$ cat src/rtl/hazard_ctrl.sv
// rtl/hazard_ctrl.sv - pipeline hazard controller: forwarding, stall/flush, MDU sequencing, stall counter
module hazard_ctrl #(
    parameter int MULT_CYCLES = 4,
    parameter int DIV_CYCLES  = 32,
    parameter int CNT_W       = 6
) (
    input  logic        clk,
    input  logic        rst,
    input  logic [4:0]  rsD,
    input  logic [4:0]  rtD,
    input  logic        branchD,
    input  logic        jrD,
    input  logic        mduUseD,
    input  logic [4:0]  rsE,
    input  logic [4:0]  rtE,
    input  logic [4:0]  writeRegAddrE,
    input  logic [4:0]  writeRegAddrM,
    input  logic [4:0]  writeRegAddrW,
    input  logic        Regfile_weE,
    input  logic        Regfile_weM,
    input  logic        Regfile_weW,
    input  logic        memToRegE,
    input  logic        memToRegM,
    input  logic        mduStartE,
    input  logic        mduDivE,
    output logic        forwardAD,
    output logic        forwardBD,
    output logic [1:0]  forwardAE,
    output logic [1:0]  forwardBE,
    output logic        stallF,
    output logic        stallD,
    output logic        flushE,
    output logic        mduBusy,
    output logic        mduDone,
    output logic        mduErr,
    output logic [31:0] stallCycles
);
    typedef enum logic [1:0] {IDLE, BUSY, DONE} state_t;

    localparam logic [CNT_W-1:0] MULT_LOAD = CNT_W'(MULT_CYCLES - 1);
    localparam logic [CNT_W-1:0] DIV_LOAD  = CNT_W'(DIV_CYCLES - 1);

    state_t            state_q, state_d;
    logic [CNT_W-1:0]  cnt_q, cnt_d;
    logic              mdu_err_q, mdu_err_d;
    logic [31:0]       stall_cycles_q, stall_cycles_d;
    logic              lw_stall, br_stall, mdu_stall, stall;

    // A write to $0 is discarded by the regfile, so it never matches.
    function automatic logic hit(input logic we, input logic [4:0] dst, input logic [4:0] src);
        return we && (dst != 5'd0) && (dst == src);
    endfunction

    always_comb begin
        forwardAE = 2'b00;
        forwardBE = 2'b00;
        if (hit(Regfile_weM, writeRegAddrM, rsE))      forwardAE = 2'b10;
        else if (hit(Regfile_weW, writeRegAddrW, rsE)) forwardAE = 2'b01;
        if (hit(Regfile_weM, writeRegAddrM, rtE))      forwardBE = 2'b10;
        else if (hit(Regfile_weW, writeRegAddrW, rtE)) forwardBE = 2'b01;
        forwardAD = hit(Regfile_weM, writeRegAddrM, rsD);
        forwardBD = hit(Regfile_weM, writeRegAddrM, rtD);
    end

    always_comb begin
        lw_stall  = hit(memToRegE, writeRegAddrE, rsD) || hit(memToRegE, writeRegAddrE, rtD);
        // Branch/jr compare in decode, so an EX ALU result or a MEM load is not ready yet.
        br_stall  = ((branchD || jrD) && (hit(Regfile_weE, writeRegAddrE, rsD) ||
                                          hit(memToRegM, writeRegAddrM, rsD))) ||
                    (branchD && (hit(Regfile_weE, writeRegAddrE, rtD) ||
                                 hit(memToRegM, writeRegAddrM, rtD)));
        mdu_stall = mduUseD && ((state_q != IDLE) || mduStartE);
        stall     = lw_stall || br_stall || mdu_stall;
        stallF    = stall;
        stallD    = stall;
        flushE    = stall;
    end

    always_comb begin
        state_d        = state_q;
        cnt_d          = cnt_q;
        mdu_err_d      = mdu_err_q;
        stall_cycles_d = stall_cycles_q;
        unique case (state_q)
            IDLE: if (mduStartE) begin
                cnt_d   = mduDivE ? DIV_LOAD : MULT_LOAD;
                state_d = BUSY;
            end
            BUSY: if (cnt_q != '0) cnt_d = cnt_q - 1'b1;
                  else             state_d = DONE;
            DONE: state_d = IDLE;
            default: state_d = IDLE;
        endcase
        if (mduStartE && (state_q != IDLE)) mdu_err_d = 1'b1;
        if (stall && (stall_cycles_q != 32'hFFFF_FFFF)) stall_cycles_d = stall_cycles_q + 32'd1;
    end

    always_ff @(posedge clk or posedge rst) begin
        if (rst) begin
            state_q        <= IDLE;
            cnt_q          <= '0;
            mdu_err_q      <= 1'b0;
            stall_cycles_q <= 32'd0;
        end else begin
            state_q        <= state_d;
            cnt_q          <= cnt_d;
            mdu_err_q      <= mdu_err_d;
            stall_cycles_q <= stall_cycles_d;
        end
    end

    assign mduBusy     = (state_q != IDLE);
    assign mduDone     = (state_q == DONE);
    assign mduErr      = mdu_err_q;
    assign stallCycles = stall_cycles_q;
endmodule
$ cat config.mk
export PLATFORM = sky130hd
export DESIGN_NAME = hazard_ctrl
export DESIGN_NICKNAME = d
export VERILOG_FILES = /design/src/rtl/hazard_ctrl.sv
export SDC_FILE = /design/constraint.sdc
export NUM_CORES = 1
export LEC_CHECK = 0
export ABC_AREA = 1
export CORE_MARGIN = 1.5
export CORE_UTILIZATION = 48
export DETAILED_ROUTE_END_ITERATION = 12
export HOLD_SLACK_MARGIN = 0.06
export PLACE_DENSITY = 0.85
export SETUP_SLACK_MARGIN = 0.3
export SYNTH_ARGS = -nofsm -noshare
export SYNTH_HDL_FRONTEND = slang
export SYNTH_SLANG_ARGS = --single-unit
$ cat constraint.sdc
create_clock -name clk -period 2.35 [get_ports clk]
set_input_delay 0.235 -clock clk [delete_from_list [all_inputs] [get_ports clk]]
set_output_delay 0.235 -clock clk [all_outputs]
set_load 0.02 [all_outputs]
==> results_dict.tcl, run 1 <==
set metrics [dict create \
    p_clk_frac 0.244 \
    drv_cap 0 \
    path_max_fanout 4 \
    routedWlPerCell_um 13.2 \
    die_h_um 88.1 \
    cts_htree_levels 2 \
    p_leak_nw 2.31 \
    critPathCaptureType "output port" \
    ys_seq_area_frac 0.295 \
    yosysWarnings 0 \
    crit_path_top_delay_cell "dfrtp_1" \
    stdcell_count 701 \
    antenna_found_initial 0 \
    final_util 0.684 \
    first_global_vias 3452 \
    first_iter_violations 186 \
    grt_max_degree 42 \
    crit_required_ns 2.12 \
    report.final.hold_viol_count 0 \
    setup_viol 0 \
    finalPower_mw 2.48 \
    synth-edff-count 0 \
    port_buffers 90 \
    cts_hold_buffers 0 \
    clk-insertion-delay-late_ns 0.30 \
    synth-simple-area-share 0.443 \
    rsz0062_at_grt "true" \
    synth-xor-area-share 0.136 \
    crit_chain "nor2_2, inv_2, o21a_1, nor2_2, nand3_2, buf_8, buf_12, buf_4" \
    clkSinkCount 41 \
    syn_avg_cell_area_um2 6.94 \
    die-area_mm2 0.00776 \
    start_util 0.503 \
    pwr_density_cell_mw_per_mm2 525 \
    fp-row-count 30 \
    p_seq_frac 0.366 \
    fmaxAchievable_mhz 505 \
    postSynthCellCount 501 \
    clock_path_buffers 2 \
    yosys_register_bits 41 \
    finalClockSkew_ns 0.00884 \
    p_sw_uw 890 \
    netlist_area_mm2 0.00347 \
    worstSetupStartpointType "flop" \
    coreArea_mm2 0.00691 \
    synth_top_family_by_area "simple AND/OR/NAND/NOR gates" \
    relSlewSlack 0.650 \
    cp_common_cell "nor2_2" \
    synth_flop_cell "dfrtp_1" \
    synth-compound-area-share 0.0241 \
    drv_slew 0 \
    cts_tree "done" \
    cts.clk_slew.worst_paths_ns 0.08 \
    worstSetupPathType "flop to output port" \
    p_comb_frac 0.390 \
    hpwlAfterDp_um 7310 \
    first_pass_iters 4 \
    layout_min_cycle_time_ns 1.98 \
    fin_nets 654 \
    clockRootBuffer "clkbuf_8" \
    outcome "completed" \
    cts_buffers 5 \
    dp_slack_ns -0.0647 \
    yosys.area_share.adder 0.0108 \
    antenna_left 0 \
    place.gp.congestion 0.991 \
    worst_pin_slew_ns 0.525 \
    finalCritPeriodShare 0.843 \
    grt_usage 0.253 \
    synthMuxAreaShare 0 \
    p_sw_frac 0.359 \
    irDropWorstVdd_mv 0.471 \
    num_vias 3565 \
    hold_path.class "input port to async pin" \
    die_w_um 88.1 \
    async_reset_ff_frac 1.00 \
    via_per_inst 5.09 \
    cpPeakStageDelay_ns 0.41 \
    ys_types 35 \
    wl_um 9250 \
    whs_ns 0.351 \
    p_int_mw 1.59 \
    setup_ws_ns 0.369 \
    dpl.cell_count 685 \
    worstRegToRegCells 12 \
    drc_errors 0 \
    synth_nets 551 \
    worstPathArrival_ns 1.75 \
    final_layout_size_suffix_gt1_frac 0.149 \
    grt_overflow 0 \
    area_delta_synth_final_pct 35.9 \
    grt_pass1_wl_um 15500 \
    diodes 0 \
    pin_count 91 \
]
-- cell families after synthesis --
kind of cell,count (synthesis)
adder cells (fa/ha/maj),3
AND/OR/NAND/NOR,318
AO/OA/AOI/OAI,14
flip-flops,41
buffers and inverters,71
XOR/XNOR,54
-- power groups by stage --
stage | registers, mW | clock network (mW) | logic [mW]
after global routing | 0.921 | 0.642 | 1.06
after floorplan | 0.961 | 0 | 0.527
after detailed placement | 0.935 | 0 | 0.884
after global placement | 0.929 | 0 | 0.849
after CTS | 0.914 | 0.618 | 0.921
final | 0.908 | 0.605 | 0.966
-- worst paths after layout --
kind                                   startpoint                          end  slack [ns]
min                                           rst  stallCycles[16]$_DFFE_PP0P_        0.35
max                        state_q[0]$_DFFE_PP0P_                       stallD        0.37
max in group asynchronous                     rst   stallCycles[1]$_DFFE_PP0P_        1.61
min reg2reg                    mduErr$_DFFE_PP0P_           mduErr$_DFFE_PP0P_        0.47
max reg2reg                state_q[0]$_DFFE_PP0P_  stallCycles[13]$_DFFE_PP0P_        0.40
min in group clk               mduErr$_DFFE_PP0P_           mduErr$_DFFE_PP0P_        0.47
-- Yosys cell counts, drive strengths merged, types with 4 or more instances --
master / count / area share
nand2: 169 / 0.18
nand3: 58 / 0.12
inv: 55 / 0.059
nor2: 55 / 0.067
dfrtp: 41 / 0.30
xor2: 29 / 0.073
xnor2: 25 / 0.063
nor3: 17 / 0.032
buf: 15 / 0.031
nand4: 8 / 0.014
o21ai: 5 / 0.0072
a31oi: 4 / 0.0072
-- what timing repair did --
item	CTS	global route
endpoints found under the setup margin	16	40
setup buffers	2	6
resized for setup	29	20
pin swaps	1	10
gates cloned	0	0
-- worst max-delay path: cells and delay by family (launching register included) --
kind / cells / cell delay, ns
compound gates: 1 / 0.20
flops: 1 / 0.41
buf+inv: 4 / 0.48
simple gates: 3 / 0.36
-- cell usage in the layout, fill, tap and decap left out, types with 2 or more instances in the layout --
| master | count |
|---|---|
| buf_4 | 19 |
| ha_1 | 2 |
| dfrtp_1 | 40 |
| clkbuf_8 | 6 |
| inv_1 | 48 |
| nand3_2 | 25 |
| nor3_2 | 3 |
| clkbuf_2 | 2 |
| nand4_1 | 8 |
| a31oi_1 | 4 |
| xor2_1 | 29 |
| nand3_1 | 32 |
| nor4_1 | 2 |
| nor2_1 | 47 |
| xnor2_1 | 25 |
| dlygate4sd2_1 | 17 |
| nand2_1 | 166 |
| a21oi_1 | 2 |
| nor2_4 | 3 |
| nand2_2 | 3 |
| o21ai_0 | 5 |
| inv_2 | 7 |
| dlymetal6s2s_1 | 8 |
| buf_6 | 3 |
| nor2_2 | 5 |
| nor3_1 | 13 |
| or2_2 | 3 |
| clkdlybuf4s50_1 | 61 |
-- stage by stage --
| stage | instance area, um2 | TNS [ns] |
|---|---|---|
| after CTS | 4640 | 0 |
| after global routing | 4720 | 0 |
| after detailed placement | 4490 | -0.271 |
| after floorplan | 3470 | 0 |
| final | 4720 | 0 |
| after global placement | 4490 | -0.0205 |
-- layer usage --
metal	track usage	routed length (um)	vias to the layer above
li1	-	-	1778
met3	0.0547	562	24
met1	0.303	3840	1655
met4	0.104	216	0
met2	0.440	4620	108
met5	0	0	-
-- registers in the layout, indices dropped and copies added, names as in the netlist --
name         count
stallCycles     32
cnt_q            6
state_q          2
mduErr           1
-- final cells by class --
type	instances	area, um2
fillers	589	2180
inverters	55	206
multi-input cells	389	2170
well taps	96	120
clock buffers	6	82.6
flip-flops and latches	41	1030
clock inverters	2	37.5
repair buffers	112	1080
No activity file was read; power rests on OpenSTA's default activity.
==> inputs of run 2 (changes only) <==
==> constraint.sdc (replaced) <==
create_clock -name clk -period 2 [get_ports clk]
set_input_delay 0.2 -clock clk [delete_from_list [all_inputs] [get_ports clk]]
set_output_delay 0.2 -clock clk [all_outputs]
set_load 0.02 [all_outputs]
==> results_dict.tcl, run 2 (same netlist as run 1, synthesis figures left out) <==
set metrics [dict create \
    final_area_mm2 0.00556 \
    whs_ns 0.337 \
    clockRootBuffer "clkbuf_8" \
    stdcell_count 755 \
    die_h_um 88.1 \
    cts.clk_slew.worst_paths_ns 0.09 \
    final_util 0.806 \
    layout_min_cycle_time_ns 1.86 \
    dp_slack_ns -0.283 \
    worstRegToRegCells 11 \
    setup_viol 0 \
    layout_commonest_cell "nand2_1" \
    pin_count 91 \
    outcome "completed" \
    clock_path_buffers 2 \
    port_buffers 90 \
    drv_cap 0 \
    report.final.hold_viol_count 0 \
    p_leak_nw 2.77 \
    wl_um 12500 \
    finalCritPeriodShare 0.929 \
    cpPeakStageDelay_ns 0.42 \
    r2r_slack_ns 0.14 \
    drv_slew 0 \
    hpwlAfterDp_um 8100 \
    grt_usage 0.319 \
    critPathCaptureType "flop" \
    clk-insertion-delay-late_ns 0.31 \
    worstSetupStartpointType "flop" \
    cts_tree "done" \
    num_vias 4124 \
    globalRouteMet3Util 0.0707 \
    coreArea_mm2 0.00691 \
    die-area_mm2 0.00776 \
    grt_pass1_wl_um 19300 \
    fin_nets 708 \
    drc_errors 0 \
    crit_chain "ha_4, nand3_4, nor2_4, nand3_2, nor2_4, nand3b_4, buf_12, nand3_2, inv_2, nand3_1, nand2_1" \
    first_iter_violations 252 \
    worstSetupPathType "flop to flop" \
    met2_usage 0.577 \
    area_delta_synth_final_pct 60.1 \
    grt_overflow 0 \
    diodes 0 \
    mostFrequentLayoutCells "nand2_1 (151), buf_4 (56), clkdlybuf4s50_1 (48)" \
    routedWlPerCell_um 16.5 \
    pwr_density_cell_mw_per_mm2 596 \
    place.gp.congestion 1.04 \
    grt_most_used_layer "met2" \
    antenna_left 0 \
    finalClockSkew_ns 0.0124 \
    dpl.cell_count 704 \
    die_w_um 88.1 \
    placed_area_mm2 0.00467 \
    first_global_vias 4223 \
    worstPathArrival_ns 2.05 \
    first_pass_iters 5 \
    worstReg2RegEnd "stallCycles[9]$_DFFE_PP0P_" \
    crit_buf_inv 2 \
    rr_startpoint "stallCycles[0]$_DFFE_PP0P_" \
    crit_path_top_delay_cell "dfrtp_2" \
    largest_reg_flops 32 \
    relSlewSlack 0.654 \
    crit_required_ns 2.20 \
    antenna_found_initial 0 \
    irDropWorstVdd_mv 0.508 \
    clkSinkCount 41 \
    worst_pin_slew_ns 0.519 \
    grtUsageMet1 0.341 \
    path_max_fanout 6 \
    cts_buffers 5 \
    hold_path.class "input port to async pin" \
    final_layout_size_suffix_gt1_frac 0.313 \
    tns_ns 0 \
    fmaxAchievable_mhz 538 \
    grt_max_degree 42 \
    fp-row-count 30 \
    cts_htree_levels 2 \
    start_util 0.503 \
    via_per_inst 5.46 \
    finalPower_mw 3.32 \
    cp_top_family "simple AND/OR/NAND/NOR gates" \
    rsz0062_at_grt "true" \
    setup_ws_ns 0.143 \
]
run 2: power breakdown:
group,switching [mW],internal [mW]
sequential,0.149,0.957
clock,0.301,0.371
combinational,0.768,0.770
total,1.22,2.10
run 2: what timing repair did:
| action | in CTS | in global routing |
|---|---|---|
| setup endpoints to repair | 41 | 49 |
| resized for setup | 107 | 63 |
| cloned | 4 | 0 |
| setup buffers | 28 | 11 |
| pin swaps | 16 | 37 |
| hold buffers | 0 | 0 |
run 2: metal layers:
layer  routed length, um  vias up
li1                    -     1892
met1                4590     1968
met2                6530      210
met3                 802       54
met4                 559        0
met5                   0        -
run 2: worst max-delay path by stage:
stage,cells after the start,endpoint,startpoint,slack [ns]
final,11,stallCycles[9]$_DFFE_PP0P_,stallCycles[0]$_DFFE_PP0P_,0.14
after global routing,10,stallCycles[9]$_DFFE_PP0P_,stallCycles[4]$_DFFE_PP0P_,0.05
after detailed placement,13,stallCycles[9]$_DFFE_PP0P_,writeRegAddrM[1],-0.28
after CTS,7,stallD,state_q[0]$_DFFE_PP0P_,0.22
after global placement,6,forwardBE[1],writeRegAddrM[1],-0.21
after floorplan,6,forwardAE[0],writeRegAddrM[2],0.17
run 2: cell type report:
cell class | count | area (um2)
Sequential cell | 41 | 1030
Clock buffer | 6 | 72.6
Fill cell | 450 | 1340
Clock inverter | 2 | 35.0
Multi-Input combinational cell | 390 | 2490
Tap cell | 96 | 120
Inverter | 55 | 209
Timing Repair Buffer | 165 | 1600
run 2: worst min-delay path, stage by stage:
cell and delay [ns]:
clkdlybuf4s50_1 0.40, inv_1 0.05, buf_4 0.44
